### config.mk
export PLATFORM = sky130hd
export DESIGN_NAME = dmem_access_ctrl
export DESIGN_NICKNAME = d
export VERILOG_FILES = /design/src/rtl/dmem_pkg.sv /design/src/rtl/dmem_watchdog.sv /design/src/rtl/dmem_access_ctrl.sv
export SDC_FILE = /design/constraint.sdc
export NUM_CORES = 1
export LEC_CHECK = 0
export ABC_AREA = 1
export CAP_MARGIN = 20
export CORE_MARGIN = 10
export CORE_UTILIZATION = 44
export CTS_CLUSTER_SIZE = 16
export DETAILED_ROUTE_END_ITERATION = 6
export GPL_ROUTABILITY_DRIVEN = 0
export PLACE_DENSITY = 0.92
export SLEW_MARGIN = 25
export SYNTH_ARGS = -nofsm -noshare
export SYNTH_HDL_FRONTEND = slang
export SYNTH_SLANG_ARGS = --single-unit
### constraint.sdc
create_clock -name clk -period 3.14 [get_ports clk]
set_input_delay 0.628 -clock clk [delete_from_list [all_inputs] [get_ports clk]]
set_output_delay 0.628 -clock clk [all_outputs]
set_load 0.05 [all_outputs]
### src/rtl/dmem_pkg.sv
// Shared definitions for the M-stage data-memory access controller.
//   DATA_W / ADDR_W : data and byte-address widths
//   state_t         : controller state encoding (IDLE/REQ/WAIT/DONE)
//   op_t            : latched access type
package dmem_pkg;

  localparam int unsigned DATA_W = 16;
  localparam int unsigned ADDR_W = 16;

  typedef enum logic [1:0] {
    S_IDLE = 2'd0,
    S_REQ  = 2'd1,
    S_WAIT = 2'd2,
    S_DONE = 2'd3
  } state_t;

  typedef enum logic {
    OP_READ  = 1'b0,
    OP_WRITE = 1'b1
  } op_t;

endpackage

### src/rtl/dmem_watchdog.sv
// Access watchdog: counts cycles while run is high and flags the cycle in
// which the count reaches TIMEOUT_CYCLES. Cleared whenever run is low.
//   clk, rst   : clock, async active-high reset
//   run        : controller is in REQ or WAIT
//   expired_c  : combinational, high in the TIMEOUT_CYCLES-th run cycle
module dmem_watchdog
  import dmem_pkg::*;
#(
  parameter int unsigned TIMEOUT_CYCLES = 64
) (
  input  logic clk,
  input  logic rst,
  input  logic run,
  output logic expired_c
);

  localparam int unsigned CNT_W = (TIMEOUT_CYCLES > 1) ? $clog2(TIMEOUT_CYCLES) : 1;

  logic [CNT_W-1:0] cnt;

  assign expired_c = run && (cnt == CNT_W'(TIMEOUT_CYCLES - 1));

  // cnt holds the number of run cycles already elapsed
  always_ff @(posedge clk or posedge rst) begin
    if (rst) begin
      cnt <= '0;
    end else if (run && !expired_c) begin
      cnt <= cnt + CNT_W'(1);
    end else begin
      cnt <= '0;
    end
  end

endmodule

### src/rtl/dmem_access_ctrl.sv
// Memory-stage data-memory access controller. Accepts aligned load/store
// requests from XM, runs a req/done handshake with a multi-cycle memory and
// returns readData/stall to MW.
// Optional feature macro: DMEM_TIMEOUT_EN (watchdog, mem_err pulse).
//   clk, rst                 : clock, async active-high reset
//   XM_memRead/XM_memWrite   : load / store in M stage (both => store)
//   XM_aluOut, XM_writeData  : byte address, store data
//   XM_flush                 : M-stage instruction squashed (IDLE only)
//   mem_rd/mem_wr            : registered memory requests
//   mem_addr/mem_wr_data     : latched address / store data
//   mem_stall, mem_done      : memory refuses request / access complete
//   mem_rd_data              : read data, valid with mem_done
//   readData                 : last completed load result
//   stall, align_err_m       : combinational pipeline freeze / misalign flag
//   mem_err                  : watchdog timeout pulse
module dmem_access_ctrl
  import dmem_pkg::*;
#(
  parameter int unsigned TIMEOUT_CYCLES = 64
) (
  input  logic              clk,
  input  logic              rst,
  input  logic              XM_memRead,
  input  logic              XM_memWrite,
  input  logic [ADDR_W-1:0] XM_aluOut,
  input  logic [DATA_W-1:0] XM_writeData,
  input  logic              XM_flush,
  output logic              mem_rd,
  output logic              mem_wr,
  output logic [ADDR_W-1:0] mem_addr,
  output logic [DATA_W-1:0] mem_wr_data,
  input  logic              mem_stall,
  input  logic              mem_done,
  input  logic [DATA_W-1:0] mem_rd_data,
  output logic [DATA_W-1:0] readData,
  output logic              stall,
  output logic              align_err_m,
  output logic              mem_err
);

  state_t state, state_nxt;
  op_t    op, op_nxt;
  logic   req_c, accept_c, busy_c, complete_c, timeout_c;

  assign req_c      = (XM_memRead | XM_memWrite) & ~XM_flush;
  assign accept_c   = (state == S_IDLE) & req_c & ~XM_aluOut[0];
  assign busy_c     = (state == S_REQ) | (state == S_WAIT);
  // mem_done only counts in REQ once the memory has taken the request
  assign complete_c = ((state == S_REQ) & ~mem_stall & mem_done) |
                      ((state == S_WAIT) & mem_done);

  // Gated by rst so every output reads zero while reset is held
  assign stall       = ~rst & (accept_c | busy_c);
  assign align_err_m = ~rst & (state == S_IDLE) & req_c & XM_aluOut[0];

`ifdef DMEM_TIMEOUT_EN
  dmem_watchdog #(
    .TIMEOUT_CYCLES(TIMEOUT_CYCLES)
  ) u_watchdog (
    .clk      (clk),
    .rst      (rst),
    .run      (busy_c),
    .expired_c(timeout_c)
  );
`else
  logic unused_timeout;
  assign unused_timeout = (TIMEOUT_CYCLES != 0);
  assign timeout_c      = 1'b0;
`endif

  // State register
  always_ff @(posedge clk or posedge rst) begin
    if (rst) state <= S_IDLE;
    else     state <= state_nxt;
  end

  // Next state; completion wins over a simultaneous timeout
  always_comb begin
    state_nxt = state;
    op_nxt    = op;
    if (accept_c) op_nxt = XM_memWrite ? OP_WRITE : OP_READ;
    case (state)
      S_IDLE: if (accept_c) state_nxt = S_REQ;
      S_REQ: begin
        if (complete_c || timeout_c) state_nxt = S_DONE;
        else if (!mem_stall)         state_nxt = S_WAIT;
      end
      S_WAIT: if (complete_c || timeout_c) state_nxt = S_DONE;
      S_DONE: state_nxt = S_IDLE;
      default: state_nxt = S_IDLE;
    endcase
  end

  // Request/data registers
  always_ff @(posedge clk or posedge rst) begin
    if (rst) begin
      op          <= OP_READ;
      mem_rd      <= 1'b0;
      mem_wr      <= 1'b0;
      mem_addr    <= '0;
      mem_wr_data <= '0;
      readData    <= '0;
      mem_err     <= 1'b0;
    end else begin
      op      <= op_nxt;
      mem_rd  <= (state_nxt == S_REQ) && (op_nxt == OP_READ);
      mem_wr  <= (state_nxt == S_REQ) && (op_nxt == OP_WRITE);
      mem_err <= timeout_c && !complete_c;
      if (accept_c) begin
        mem_addr    <= XM_aluOut;
        mem_wr_data <= XM_writeData;
      end
      if (busy_c && (op == OP_READ)) begin
        if (complete_c)     readData <= mem_rd_data;
        else if (timeout_c) readData <= '0;
      end
    end
  end

endmodule

Word level (Yosys, flattened, before mapping)
Index checks and enable logic that the tools add are counted.

Equality and inequality tests: 4. Multiplexer cells: 7. Bitwise gates (word level): 20. Reductions and logical operators: 5.

Operators with widths (count): AND 1 bit (10); two-way mux 2 bit (4); one-hot mux 2 bit (4 select lines) (1); NOT 1 bit (6); == test 2 x 1 -> 1 bit (second input constant) (2); == test 2 bit (second input constant) (2); bitwise OR 1 bit (4); logical AND 1 bit (3); logical NOT 2 bit (1); two-way mux 1 bit (2); AND reduction 2 bit (1).

Flip-flop bits (word level): 53. Bits of input ports: 55. Output and inout port bits: 53. Logic and storage cells: 43.

Logic depth before layout (Yosys ltp)
Word-level depth: 8. Mapped depth: 11. Depth with buffers taken out: 11.

Least setup slack after synthesis
Ideal clock, no wire load.

Path type: reg-to-output. Start point: register state[0]. End point: output port align_err_m. Arrival time: 1.915 ns. Required time: 2.512 ns. Path slack: 0.597 ns. Cell stages (with the launch flop): 7. Buffers on the path: 0. Cell sequence: dfrtp_1 > inv_1 > ha_1 > inv_1 > nor2_4 > nand2_2 > nor3_1.

Word-level cells in the longest chain between the ends: 4.

Ends and longest elaborated chain: start: declaration (line dmem_access_ctrl.sv:41) `state_t state, state_nxt;`; start signal: assignment (line dmem_access_ctrl.sv:74) `else state <= state_nxt;`; logical NOT 2 bit (line dmem_access_ctrl.sv:54) `assign align_err_m = ~rst & (state == S_IDLE) & req_c & XM_aluOut[0];`; AND 1 bit (3 in a row) (line dmem_access_ctrl.sv:54); end: declaration (line dmem_access_ctrl.sv:37) `output logic align_err_m,`.

No other way between the ends.

Final worst setup path
Start point: input port XM_memWrite. End point: output port stall.

Word-level cells in the longest chain between the ends: 6.

Ends and longest elaborated chain: start: declaration (line dmem_access_ctrl.sv:24) `input logic XM_memWrite,`; bitwise OR 1 bit (line dmem_access_ctrl.sv:45) `assign req_c = (XM_memRead | XM_memWrite) & ~XM_flush;`; AND 1 bit (line dmem_access_ctrl.sv:45); AND 1 bit (2 in a row) (line dmem_access_ctrl.sv:46) `assign accept_c = (state == S_IDLE) & req_c & ~XM_aluOut[0];`; bitwise OR 1 bit (line dmem_access_ctrl.sv:53) `assign stall = ~rst & (accept_c | busy_c);`; AND 1 bit (line dmem_access_ctrl.sv:53); end: declaration (line dmem_access_ctrl.sv:36) `output logic stall,`.

No other way between the ends.

==> impl_metrics.tcl <==
set metrics [dict create \
    status "completed" \
    synth.distinct_cells 20 \
    io_buffers 106 \
    power_frac_comb_pct 60.2 \
    period_share_pct 76.87 \
    slowest_stage "clkdlybuf4s50_1" \
    rsz0062_at_grt "false" \
    crit_required_ps 2510 \
    yosys_warnings 0 \
    ir_worst_vdd_mv 0.7750 \
    p_int_w 0.001937 \
    first_global_vias 2119 \
    p_switching_w 0.001980 \
    cp_top_family "buffers and inverters" \
    fin_worst_skew_ps 8.515 \
    holdPathStages 2 \
    wl_per_cell_microns 14.82 \
    finalCriticalPeriod_ps 2414 \
    fin_nets 426 \
    vias 2002 \
    clkPwrFrac_pct 10.3 \
    max_freq_ghz 0.4143 \
    core_area_sq_um 4848 \
    tightest_slew_ps 544.0 \
    start_util_pct 46.45 \
    layout_common_cells "nand2_1 (141), clkdlybuf4s50_1 (104), dfrtp_1 (53)" \
    power_switching_share_pct 50.56 \
    setup_tns_ps 0 \
    worstPathMaxFanout 2 \
    crit_cells 6 \
    syn_area_per_cell_sq_um 8.696 \
    cts-resized-gates 0 \
    cts_sinks 53 \
    numCtsBuffers 5 \
    pwr-share-seq_pct 29.5 \
    fill_cells 349 \
    cts-root-buf "clkbuf_8" \
    area_growth_syn_to_layout_pct 53.94 \
    drtIter0Drc 83 \
    clk_latency_ps 300 \
    maxCapViolCount 0 \
    arrival_ps 1790 \
    dp.cells 426 \
    crit_buf_inv 3 \
    finalSetupViolCount 0 \
    hold_viol 0 \
    cts_tree "yes" \
    floorplan.rows 25 \
    clk_pin_slew_worst_paths_ps 80 \
    slew_viol_final 0 \
    critPathKind "in2out" \
    clk_path_buf_depth 2 \
    rr_worst_depth 9 \
    antenna_found_initial 0 \
    die_w_microns 91.55 \
    slew_headroom_pct 63.62 \
    power_density_nw_per_um2 1130 \
    hpwl_microns 5073 \
    syn-num-nets 319 \
    h-tree-depth 2 \
    dr.pass1.iters 4 \
    holdBufCountCts 0 \
    hold_class "reg2reg" \
    routed_wl_microns 6431 \
    overflow 0 \
    power_leakage_nw 1.739 \
    grt_max_degree 35 \
    grt_usage_pct 14.97 \
    layout-drive-gt1-share_pct 7.629 \
    syn_area_sq_um 2252 \
    die_area_sq_um 8380 \
    endpoint_kind "primary output" \
    start_kind "input port" \
    die_y_microns 91.55 \
    drc 0 \
    cts_setup_buffers 0 \
    grt_pass1_wl_microns 10340 \
    layout_commonest_cell "nand2_1" \
    seq_area_frac_synth_pct 58.89 \
    critPathMaxStageDelay_ps 480 \
    path_cells "clkdlybuf4s50_1 -> inv_2 -> nand2_1 -> nand3_2 -> a21oi_1 -> buf_12" \
    ios 108 \
    viasPerCell 4.613 \
    instances_no_fill 434 \
    ys_ff_latch 53 \
    drtAntennaViolNets 0 \
    synthCells 259 \
    num_antenna_cells 0 \
    finalPower_w 0.003917 \
]
[stage by stage]
| step | worst slack (ps) | instance area (sq um) | hold slack, ps | util [%] |
|---|---|---|---|---|
| 6_report | 726.3 | 3467 | 474.6 | 71.51 |
| 5_1_grt | 667.9 | 3467 | 490.9 | 71.51 |
| 4_1_cts | 715.9 | 3467 | 478.8 | 71.51 |
| 3_5_place_dp | 716.7 | 3366 | 458.7 | 69.42 |
| 3_3_place_gp | 799.5 | 3366 | 449.6 | 69.42 |
| 2_1_floorplan | 597.4 | 2252 | 550.2 | - |
[final timing paths]
| check | startpoint | slack (ps) | to |
|---|---|---|---|
| max | XM_memWrite | 730 | stall |
| min reg2reg | readData[14]$_DFFE_PP0P_ | 470 | readData[14]$_DFFE_PP0P_ |
| max in group asynchronous | rst | 2100 | readData[11]$_DFFE_PP0P_ |
| max reg2reg | state[0]$_DFF_PP0_ | 1340 | mem_wr_data[11]$_DFFE_PP0P_ |
| min | readData[14]$_DFFE_PP0P_ | 470 | readData[14]$_DFFE_PP0P_ |
| min in group asynchronous | rst | 770 | mem_wr_data[14]$_DFFE_PP0P_ |
[power groups by stage]
stage	Clock (W)	Combinational [W]	Sequential [W]
floorplan	0	0.000551	0.00215
global placement	0	0.00234	0.00115
detailed placement	0	0.00238	0.00116
CTS	0.000415	0.00239	0.00115
global route	0.000444	0.00251	0.00119
finish	0.000403	0.00236	0.00116
[layout make-up]
| type | count | area, sq um | area share, % |
|---|---|---|---|
| sequential | 53 | 1326 | 38.25 |
| timing repair buffer | 110 | 1099 | 31.69 |
| tap | 67 | 83.83 | 2.418 |
| multi-input combinational | 183 | 808.3 | 23.31 |
| clock inverter | 1 | 5.005 | 0.1444 |
| inverter | 13 | 48.80 | 1.407 |
| clock buffer | 7 | 96.34 | 2.779 |
[worst reg2reg max path, stage by stage (launching register included)]
cell     delay [ps]
dfrtp_1         410
inv_1           150
ha_1            170
inv_1            60
nor2_4          110
nand2_2          90
nor2_4          280
buf_4           310
nand2_1          90
nand2_1          70
[state kept, by name (all words and copies together) (netlist names)]
register,flops
mem_addr,16
mem_wr,1
op,1
state,2
mem_rd,1
readData,16
mem_wr_data,16
[cell usage after synthesis, drive strengths merged]
cell type	number	area, sq um
a21oi	1	5.000
buf	10	68.82
conb	1	3.750
dfrtp	53	1326
ha	5	62.56
inv	13	48.80
nand2	145	559.3
nand3	19	100.1
nor2	9	58.81
nor3	1	5.000
o21ai	2	13.76
[logic make-up after synthesis]
kind of cell	after synthesis	share of synthesized area, %
flops	53	58.89
fa+ha+maj	5	2.778
simple gates	174	32.11
compound gates	3	0.8330
other cells	1	0.1665
buf+inv	23	5.223
[per-layer routing]
metal,vias up,track usage [%],routed length (microns)
li1,998,-,-
met1,920,16.37,2518
met5,-,0,0
met4,0,2.872,45
met2,80,24.64,2996
met3,4,8.889,871
Power figures use the tool's default switching activity.
